==> src/rtl/neuron_seq.sv <==
// neuron_seq: sequential multiply-accumulate neuron with ready/valid handshakes.
//
// The block accepts one input vector per transaction. It adds the products
// sext(weight) * zext(input) to a sign-extended bias, handling Lanes channels
// per cycle. When every channel group has been summed, it presents the result
// on a registered valid/data pair and holds it until downstream accepts it.
//
// Optional feature (compile-time macro):
//   NEURON_SEQ_RELU_EN - when defined, a negative final sum is replaced by 0
//                        on its way to data_o. When undefined, the raw signed
//                        sum is driven.
//
// Arithmetic is carried at WidthOut bits and wraps modulo 2^WidthOut.

module neuron_seq #(
    parameter int unsigned                      WidthIn     = 1,
    parameter int unsigned                      WidthOut    = 32,
    parameter int unsigned                      WeightWidth = 2,
    parameter int unsigned                      BiasWidth   = 8,
    parameter int unsigned                      InChannels  = 4,
    parameter int unsigned                      Lanes       = 1,
    parameter logic [InChannels*WeightWidth-1:0] Weights    = '0,
    parameter logic signed [BiasWidth-1:0]      Bias        = '0
) (
    input  logic                                 clk_i,
    input  logic                                 rst_ni,
    input  logic                                 valid_i,
    output logic                                 ready_o,
    input  logic [InChannels-1:0][WidthIn-1:0]   data_i,
    output logic                                 valid_o,
    input  logic                                 ready_i,
    output logic signed [WidthOut-1:0]           data_o
);

    // ------------------------------------------------------------------
    // Derived sizes
    // ------------------------------------------------------------------
    // Number of channel groups, one group consumed per ACCUM cycle.
    localparam int unsigned NumGroups = InChannels / Lanes;
    // The group counter needs at least one bit even when there is one group.
    localparam int unsigned GroupW    = (NumGroups > 1) ? $clog2(NumGroups) : 1;
    localparam logic [GroupW-1:0] LastGroup = GroupW'(NumGroups - 1);

    // ------------------------------------------------------------------
    // Elaboration-time configuration checks
    // ------------------------------------------------------------------
    if (InChannels < 1) begin : g_bad_channels
        $error("neuron_seq: InChannels must be at least 1");
    end
    if ((Lanes < 1) || ((InChannels % Lanes) != 0)) begin : g_bad_lanes
        $error("neuron_seq: InChannels must be a multiple of Lanes");
    end

    // ------------------------------------------------------------------
    // Types and state
    // ------------------------------------------------------------------
    typedef enum logic [1:0] {
        IDLE,
        ACCUM,
        DONE
    } state_t;

    state_t                           state;
    logic [InChannels*WidthIn-1:0]    data_r;    // captured input vector
    logic [GroupW-1:0]                grp;       // group being accumulated
    logic signed [WidthOut-1:0]       acc;       // running sum
    logic signed [WidthOut-1:0]       grp_sum;   // sum of this cycle's products
    logic signed [WidthOut-1:0]       acc_next;  // acc after this cycle's group

    // Scratch values for the lane loop
    int unsigned                      lane_ch;
    logic signed [WeightWidth-1:0]    lane_w;
    logic [WidthIn-1:0]               lane_x;

    // The bias is sign-extended (or truncated) once, at WidthOut bits.
    localparam logic signed [WidthOut-1:0] BiasExt = WidthOut'(Bias);

    // ------------------------------------------------------------------
    // Final-value shaping on entry to DONE
    // ------------------------------------------------------------------
    function automatic logic signed [WidthOut-1:0] shape_result(
        input logic signed [WidthOut-1:0] value
    );
`ifdef NEURON_SEQ_RELU_EN
        // Negative sums are clamped to zero.
        return value[WidthOut-1] ? '0 : value;
`else
        // The raw signed sum passes through, negative values included.
        return value;
`endif
    endfunction

    // ------------------------------------------------------------------
    // Datapath: products of the current channel group, summed at WidthOut
    // ------------------------------------------------------------------
    // Sum the current group's Lanes products and form the next accumulator value.
    always_comb begin
        // NOTE: every variable written here gets a default first; this keeps the block free of inferred latches.
        grp_sum = '0;
        lane_ch = '0;
        lane_w  = '0;
        lane_x  = '0;
        for (int unsigned l = 0; l < Lanes; l++) begin
            lane_ch = 32'(grp) * Lanes + l;
            lane_w  = Weights[lane_ch*WeightWidth +: WeightWidth];
            lane_x  = data_r[lane_ch*WidthIn +: WidthIn];
            // Both operands are extended to WidthOut first. The weight is
            // sign-extended and the input zero-extended, so the wrapped
            // product has the intended value in WidthOut bits.
            grp_sum = grp_sum + (WidthOut'(lane_w) * WidthOut'(lane_x));
        end
        acc_next = acc + grp_sum;
    end

    // ------------------------------------------------------------------
    // Handshake decode: ready depends on the state register only
    // ------------------------------------------------------------------
    assign ready_o = (state == IDLE);

    // ------------------------------------------------------------------
    // Control FSM with registered result outputs
    // ------------------------------------------------------------------
    // Sequence IDLE -> ACCUM (one group per cycle) -> DONE, and drive valid_o and data_o.
    always_ff @(posedge clk_i or negedge rst_ni) begin
        if (!rst_ni) begin
            // NOTE: the captured input vector is a small register, not a memory,
            //       so it is reset along with the rest; any reset drops the transaction.
            state   <= IDLE;
            data_r  <= '0;
            grp     <= '0;
            acc     <= '0;
            valid_o <= 1'b0;
            data_o  <= '0;
        end else begin
            // NOTE: all sequential state uses non-blocking assignment, so every
            //       right-hand side below sees values from before this edge.
            unique case (state)
                IDLE: begin
                    if (valid_i) begin
                        data_r <= data_i;
                        acc    <= BiasExt;
                        grp    <= '0;
                        state  <= ACCUM;
                    end
                end

                ACCUM: begin
                    acc <= acc_next;
                    if (grp == LastGroup) begin
                        // The last group: register the result on the edge we enter DONE.
                        data_o  <= shape_result(acc_next);
                        valid_o <= 1'b1;
                        state   <= DONE;
                    end else begin
                        grp <= grp + 1'b1;
                    end
                end

                DONE: begin
                    // data_o stays as it is here and afterwards. Only valid_o qualifies it.
                    if (ready_i) begin
                        valid_o <= 1'b0;
                        state   <= IDLE;
                    end
                end

                default: begin
                    state   <= IDLE;
                    valid_o <= 1'b0;
                end
            endcase
        end
    end

endmodule : neuron_seq

==> config.mk <==
export PLATFORM = sky130hd
export DESIGN_NAME = neuron_seq
export DESIGN_NICKNAME = d
export VERILOG_FILES = /design/src/rtl/neuron_seq.sv
export SDC_FILE = /design/constraint.sdc
export NUM_CORES = 1
export LEC_CHECK = 0
export CORE_MARGIN = 2
export CORE_UTILIZATION = 32
export CTS_BUF_LIST = sky130_fd_sc_hd__clkbuf_4
export DETAILED_ROUTE_END_ITERATION = 6
export GPL_TIMING_DRIVEN = 0
export PLACE_DENSITY = 0.8
export SYNTH_ARGS = -nofsm -noshare
export SYNTH_HDL_FRONTEND = slang
export SYNTH_SLANG_ARGS = --single-unit
==> constraint.sdc <==
create_clock -name clk_i -period 1.7 [get_ports clk_i]
set_clock_uncertainty 0.15 [all_clocks]
set_input_delay 0.51 -clock clk_i [delete_from_list [all_inputs] [get_ports clk_i]]
set_output_delay 0.51 -clock clk_i [all_outputs]
set_load 0.02 [all_outputs]
## Word-level counts from Yosys, hierarchy flattened

Cells that the tools add are included.

- Register bits: 73
- Logic and storage cells: 39

- $add $sub $neg: 2
- $mul: 1
- Equality and inequality tests: 7
- Shift-type cells: 2
- Muxes and demuxes: 12
- Bitwise gates (word level): 1
- Reductions and logical operators: 8

Operators by type and width:

| operator | count |
|---|---|
| $pmux 32 s2 | 1 |
| $add 32x4->32 | 1 |
| $mux 32 | 1 |
| $mux 2 | 5 |
| $reduce_and 3->1 | 3 |
| $ne 2x2->1 const B | 4 |
| $shiftx 8x4->2 const A | 1 |
| $pmux 2 s3 | 1 |
| $reduce_and 2->1 | 3 |
| $eq 2x2->1 const B | 2 |
| $mul 2x2->4 | 1 |
| $pmux 2 s2 | 1 |
| $shiftx 4x3->1 | 1 |
| $pmux 1 s3 | 1 |
| $add 2x1->2 const B | 1 |
| $eq 2x1->1 const B | 1 |
| $logic_not 2->1 | 1 |
| $mux 1 | 2 |
| $reduce_bool 2->1 | 1 |
| $not 1->1 | 1 |

## Depth between registers and ports, before layout

Gate-level depths: netlist of run 1.

- Word-level depth: 4
- Gate-level depth with buffers: 3
- Mapped depth without buffers: 3

## Worst setup path before layout of run 1

No wires, ideal clock.

- Path type: register to output
- From: register state[0]
- To: output port ready_o
- Arrival: 0.806 ns
- Setup slack: 0.234 ns
- Cell stages (with the launch flop): 3
- Buffers on the path: 1
- Cells stage by stage: dfrtp_1 buf_4 nor2_1

- Longest elaborated chain between the ends: 1

Ends and longest elaborated chain:

| element | line | RTL |
|---|---|---|
| start: declaration | 63 | `state_t state;` |
| start signal: assignment | 128 | `state <= IDLE;` |
| start signal: assignment | 143 | `state <= ACCUM;` |
| start signal: assignment | 153 | `state <= DONE;` |
| $logic_not 2->1 | 118 | `assign ready_o = (state == IDLE);` |
| end: declaration | 28 | `output logic ready_o,` |

No other way between the ends.

## Worst setup path in the final report of run 1

Ends and elaborated chain as after synthesis.

==> Implementation_results.wiki, run 1 <==
{| class="wikitable"
! Metric !! Value
|-
| Core Area || 1490 sq um
|-
| Violation count after the first detailed-routing iteration || 6
|-
| Cell with the largest stage delay on the worst path || sky130_fd_sc_hd__dfrtp_1
|-
| Starting density of the core || 0.334
|-
| Syn. warnings || 0
|-
| Startpoint of the most critical register-to-register path || grp[0]$_DFFE_PN0P_
|-
| Multiplexer fraction of the synthesized cell area || 0
|-
| Number of enable-type register cells in the synthesized netlist || 0
|-
| Post-synth cell types || 15
|-
| Avg Synthesized Cell Area || 9.03 sq um
|-
| Deepest clock path buffer count || 2
|-
| Count of nets after finishing || 105
|-
| Global-route wire length before repair || 1040 microns
|-
| Antenna diode instance count || 0
|-
| Antenna violations before repair || 0
|-
| Share of the yosys chip area belonging to registers || 0.252
|-
| Period Utilization, post-route || 0.969
|-
| Rows || 14
|-
| Class of the most critical hold timing path || input port to async pin
|-
| Cell occurring most often along the worst timing path || sky130_fd_sc_hd__buf_6
|-
| Power density over the cells || 1140 nW/um^2
|-
| Top-level port count || 42
|-
| Die outline width || 43.4 microns
|-
| Die boundary height || 43.4 microns
|-
| Simple-gate area share of the yosys netlist || 0.111
|-
| Top post-synthesis cells by count || sky130_fd_sc_hd__buf_4, sky130_fd_sc_hd__dfrtp_1
|-
| Cell with the most instances after synthesis || sky130_fd_sc_hd__buf_4
|-
| Number of slew-limit violations in the final report || 0
|-
| Most frequently used flop master after synthesis || sky130_fd_sc_hd__dfrtp_1
|-
| Worst reg2reg setup slack || 0.31 ns
|-
| Via count of the routed design || 358
|-
| Worst Setup Path Type || register to output pin
|-
| Fraction of synthesized cell area in xor and xnor cells || 0
|-
| Critical register-to-register path endpoint || grp[1]$_DFFE_PN0P_
|-
| Post-layout utilization of the core || 0.487
|-
| Via/cell ratio || 3.23
|-
| Number of synthesized register bits || 5
|-
| Total length of routed wires || 743 microns
|-
| Worst-skew pair later-pin latency || 0.25 ns
|-
| Worst r2r path cells || 3
|-
| Combinational family with the most area after synthesis || buffers and inverters
|-
| Setup violation total in the final timing report || 0
|-
| Final GP Congestion || 0.560
|-
| Synthesized netlist cell count || 55
|-
| Finished Layout Cells || 111
|-
| Max Cap Viol || 0
|-
| CP peak stage delay || 0.38 ns
|-
| Global-route usage over all layers || 0.0812
|-
| CP arrival || 0.99 ns
|-
| Root Buffer Master || sky130_fd_sc_hd__clkbuf_4
|-
| Highest achievable clock rate || 0.607 GHz
|-
| Remaining antenna violation count || 0
|-
| Die Outline Area || 1880 sq um
|-
| Cell-by-cell listing of the critical path || buf_6 > nor2_4 > buf_6
|-
| Share of flip-flops with an asynchronous set or reset || 1.00
|-
| Number of detailed-routing iterations run before antenna repair || 4
|-
| Cell Count Post-Placement || 107
|-
| Clock transition at the registers of the reported paths || 0.05 ns
|-
| Worst Setup End Kind || output pin
|-
| Maximum ir drop on the vdd rail || 0.703 mV
|-
| Max FO, Critical Path || 10
|-
| Number of clock sinks || 5
|-
| Area share of the largest cell type after synthesis || 0.499
|-
| Remaining routing DRC violations || 0
|-
| Result of the run || finished, final reports clean
|-
| Share of cells above drive strength 1 || 0.421
|-
| Minimum clock period after layout || 1.65 ns
|-
| Static power due to leakage || 0.447 nW
|-
| Clock buffer count from CTS || 3
|-
| Post-synthesis instance area || 497 sq um
|-
| Data required, critical path || 1.04 ns
|-
| Final hold violation count || 0
|-
| CTS tree || built
|-
| Routed length per instance || 6.69 microns
|-
| Aggregate global routing overflow || 0
|-
| Library cell occupying the most area in the post-synthesis netlist || sky130_fd_sc_hd__buf_4
|-
| Via count of the first global-routing pass || 247
|-
| Synth Area in Compound Gates || 0.106
|-
| Leading post-synthesis cells by cell area || sky130_fd_sc_hd__buf_4, sky130_fd_sc_hd__dfrtp_1, sky130_fd_sc_hd__a211o_1
|-
| Deepest level of the CTS H-tree || 1
|-
| Port buffer count || 5
|-
| Startpoint type of the worst setup path || register
|-
| Maximum number of pins on one net before global-route repair || 11
|-
| Fraction of the mapped netlist area in adder cells || 0.0252
|-
| Area growth from synthesis to layout || 45.8%
|-
| # Post-CTS Setup Buffers || 0
|}
## state kept, by name (all words and copies together), names as in the netlist
signal   flops
valid_o      1
grp          2
state        2
## logic make-up (layout without fill, tap and decap cells)
| kind of cell | count (synthesis) | in the layout |
|---|---|---|
| flip-flops | 5 | 5 |
| other | 1 | 32 |
| buffers and inverters | 33 | 42 |
| AO/OA/AOI/OAI | 7 | 7 |
| AND/OR/NAND/NOR | 8 | 8 |
| adder cells (fa/ha/maj) | 1 | 1 |
## power by group
part	internal (W)	total (W)	leakage [nW]	switching [W]
combinational	0.000221	0.000439	0.369	0.000218
sequential	0.000177	0.000230	0.0597	0.0000529
clock	0.000105	0.000158	0.0184	0.0000533
## worst max-delay path, delay by kind of cell, from the launching register on
kind	cells	cell delay (ns)
flops	1	0.38
buf+inv	2	0.26
simple gates	1	0.10
## worst max path at each step
stage / cells after the start / slack [ns] / start / to
after floorplan: 2 / 0.23 / state[0]$_DFFE_PN0P_ / ready_o
after global placement: 3 / -0.18 / state[0]$_DFFE_PN0P_ / ready_o
after detailed placement: 3 / -0.17 / state[0]$_DFFE_PN0P_ / ready_o
after CTS: 3 / 0.004 / state[0]$_DFFE_PN0P_ / ready_o
after global routing: 3 / -0.001 / state[0]$_DFFE_PN0P_ / ready_o
final: 3 / 0.05 / state[0]$_DFFE_PN0P_ / ready_o
## stage by stage
| step | worst slack, ns | total power (W) | setup TNS, ns | cell area, sq um | hold WS [ns] |
|---|---|---|---|---|---|
| after floorplan | 0.234 | 0.000551 | 0 | 613 | 0.0644 |
| after global routing | -0.00148 | 0.000898 | -0.00148 | 724 | 0.344 |
| after global placement | -0.182 | 0.000634 | -0.182 | 683 | 0.345 |
| after CTS | 0.00431 | 0.000799 | 0 | 709 | 0.336 |
| final | 0.0534 | 0.000828 | 0 | 724 | 0.346 |
| after detailed placement | -0.168 | 0.000643 | -0.168 | 683 | 0.358 |
## cells in the final DEF, fill, tap and decap left out
master                            Yosys  final
sky130_fd_sc_hd__dlygate4sd2_1        0      1
sky130_fd_sc_hd__nor2_4               0      1
sky130_fd_sc_hd__nor2_1               2      1
sky130_fd_sc_hd__clkbuf_4             0      4
sky130_fd_sc_hd__a21oi_1              2      2
sky130_fd_sc_hd__dfrtp_1              5      5
sky130_fd_sc_hd__conb_1               1     32
sky130_fd_sc_hd__ha_1                 1      1
sky130_fd_sc_hd__clkdlybuf4s50_1      0      3
sky130_fd_sc_hd__o21ai_1              1      1
sky130_fd_sc_hd__buf_4               33     32
sky130_fd_sc_hd__nand2b_1             1      1
sky130_fd_sc_hd__and3_1               2      2
sky130_fd_sc_hd__o2bb2ai_1            1      1
sky130_fd_sc_hd__nor4b_1              1      1
sky130_fd_sc_hd__o21bai_2             1      1
sky130_fd_sc_hd__buf_6                0      2
sky130_fd_sc_hd__a211o_1              2      2
sky130_fd_sc_hd__and4bb_1             1      1
sky130_fd_sc_hd__nand3b_1             1      1
## repair_timing
| item | 4_1_cts | 5_1_grt |
|---|---|---|
| setup endpoints to repair | 2 | 1 |
| resized for setup | 6 | 4 |
| hold buffers | 0 | 0 |
## layer usage
metal / wire length, microns / GRT usage
met5: 0 / 0
met2: 351 / 0.116
met4: 0 / 0.0364
met3: 131 / 0.0750
met1: 261 / 0.0809
## layout make-up
type	instances	area [sq um]
Sequential cell	5	125
Tap cell	16	20.0
Buffer	33	251
Multi-Input combinational cell	48	248
Fill cell	146	764
Clock buffer	4	30.0
Timing Repair Buffer	5	50.0
(Power assumes the default switching activity.)
==> inputs of run 2 (changes only) <==
--- a/config.mk
+++ b/config.mk
@@ -5,6 +5,7 @@
 export SDC_FILE = /design/constraint.sdc
 export NUM_CORES = 1
 export LEC_CHECK = 0
+export CAP_MARGIN = 0
 export CORE_MARGIN = 2
 export CORE_UTILIZATION = 32
 export CTS_BUF_LIST = sky130_fd_sc_hd__clkbuf_4
==> results of run 2 <==
Final layout, timing and power as in run 1 (identical DEF).
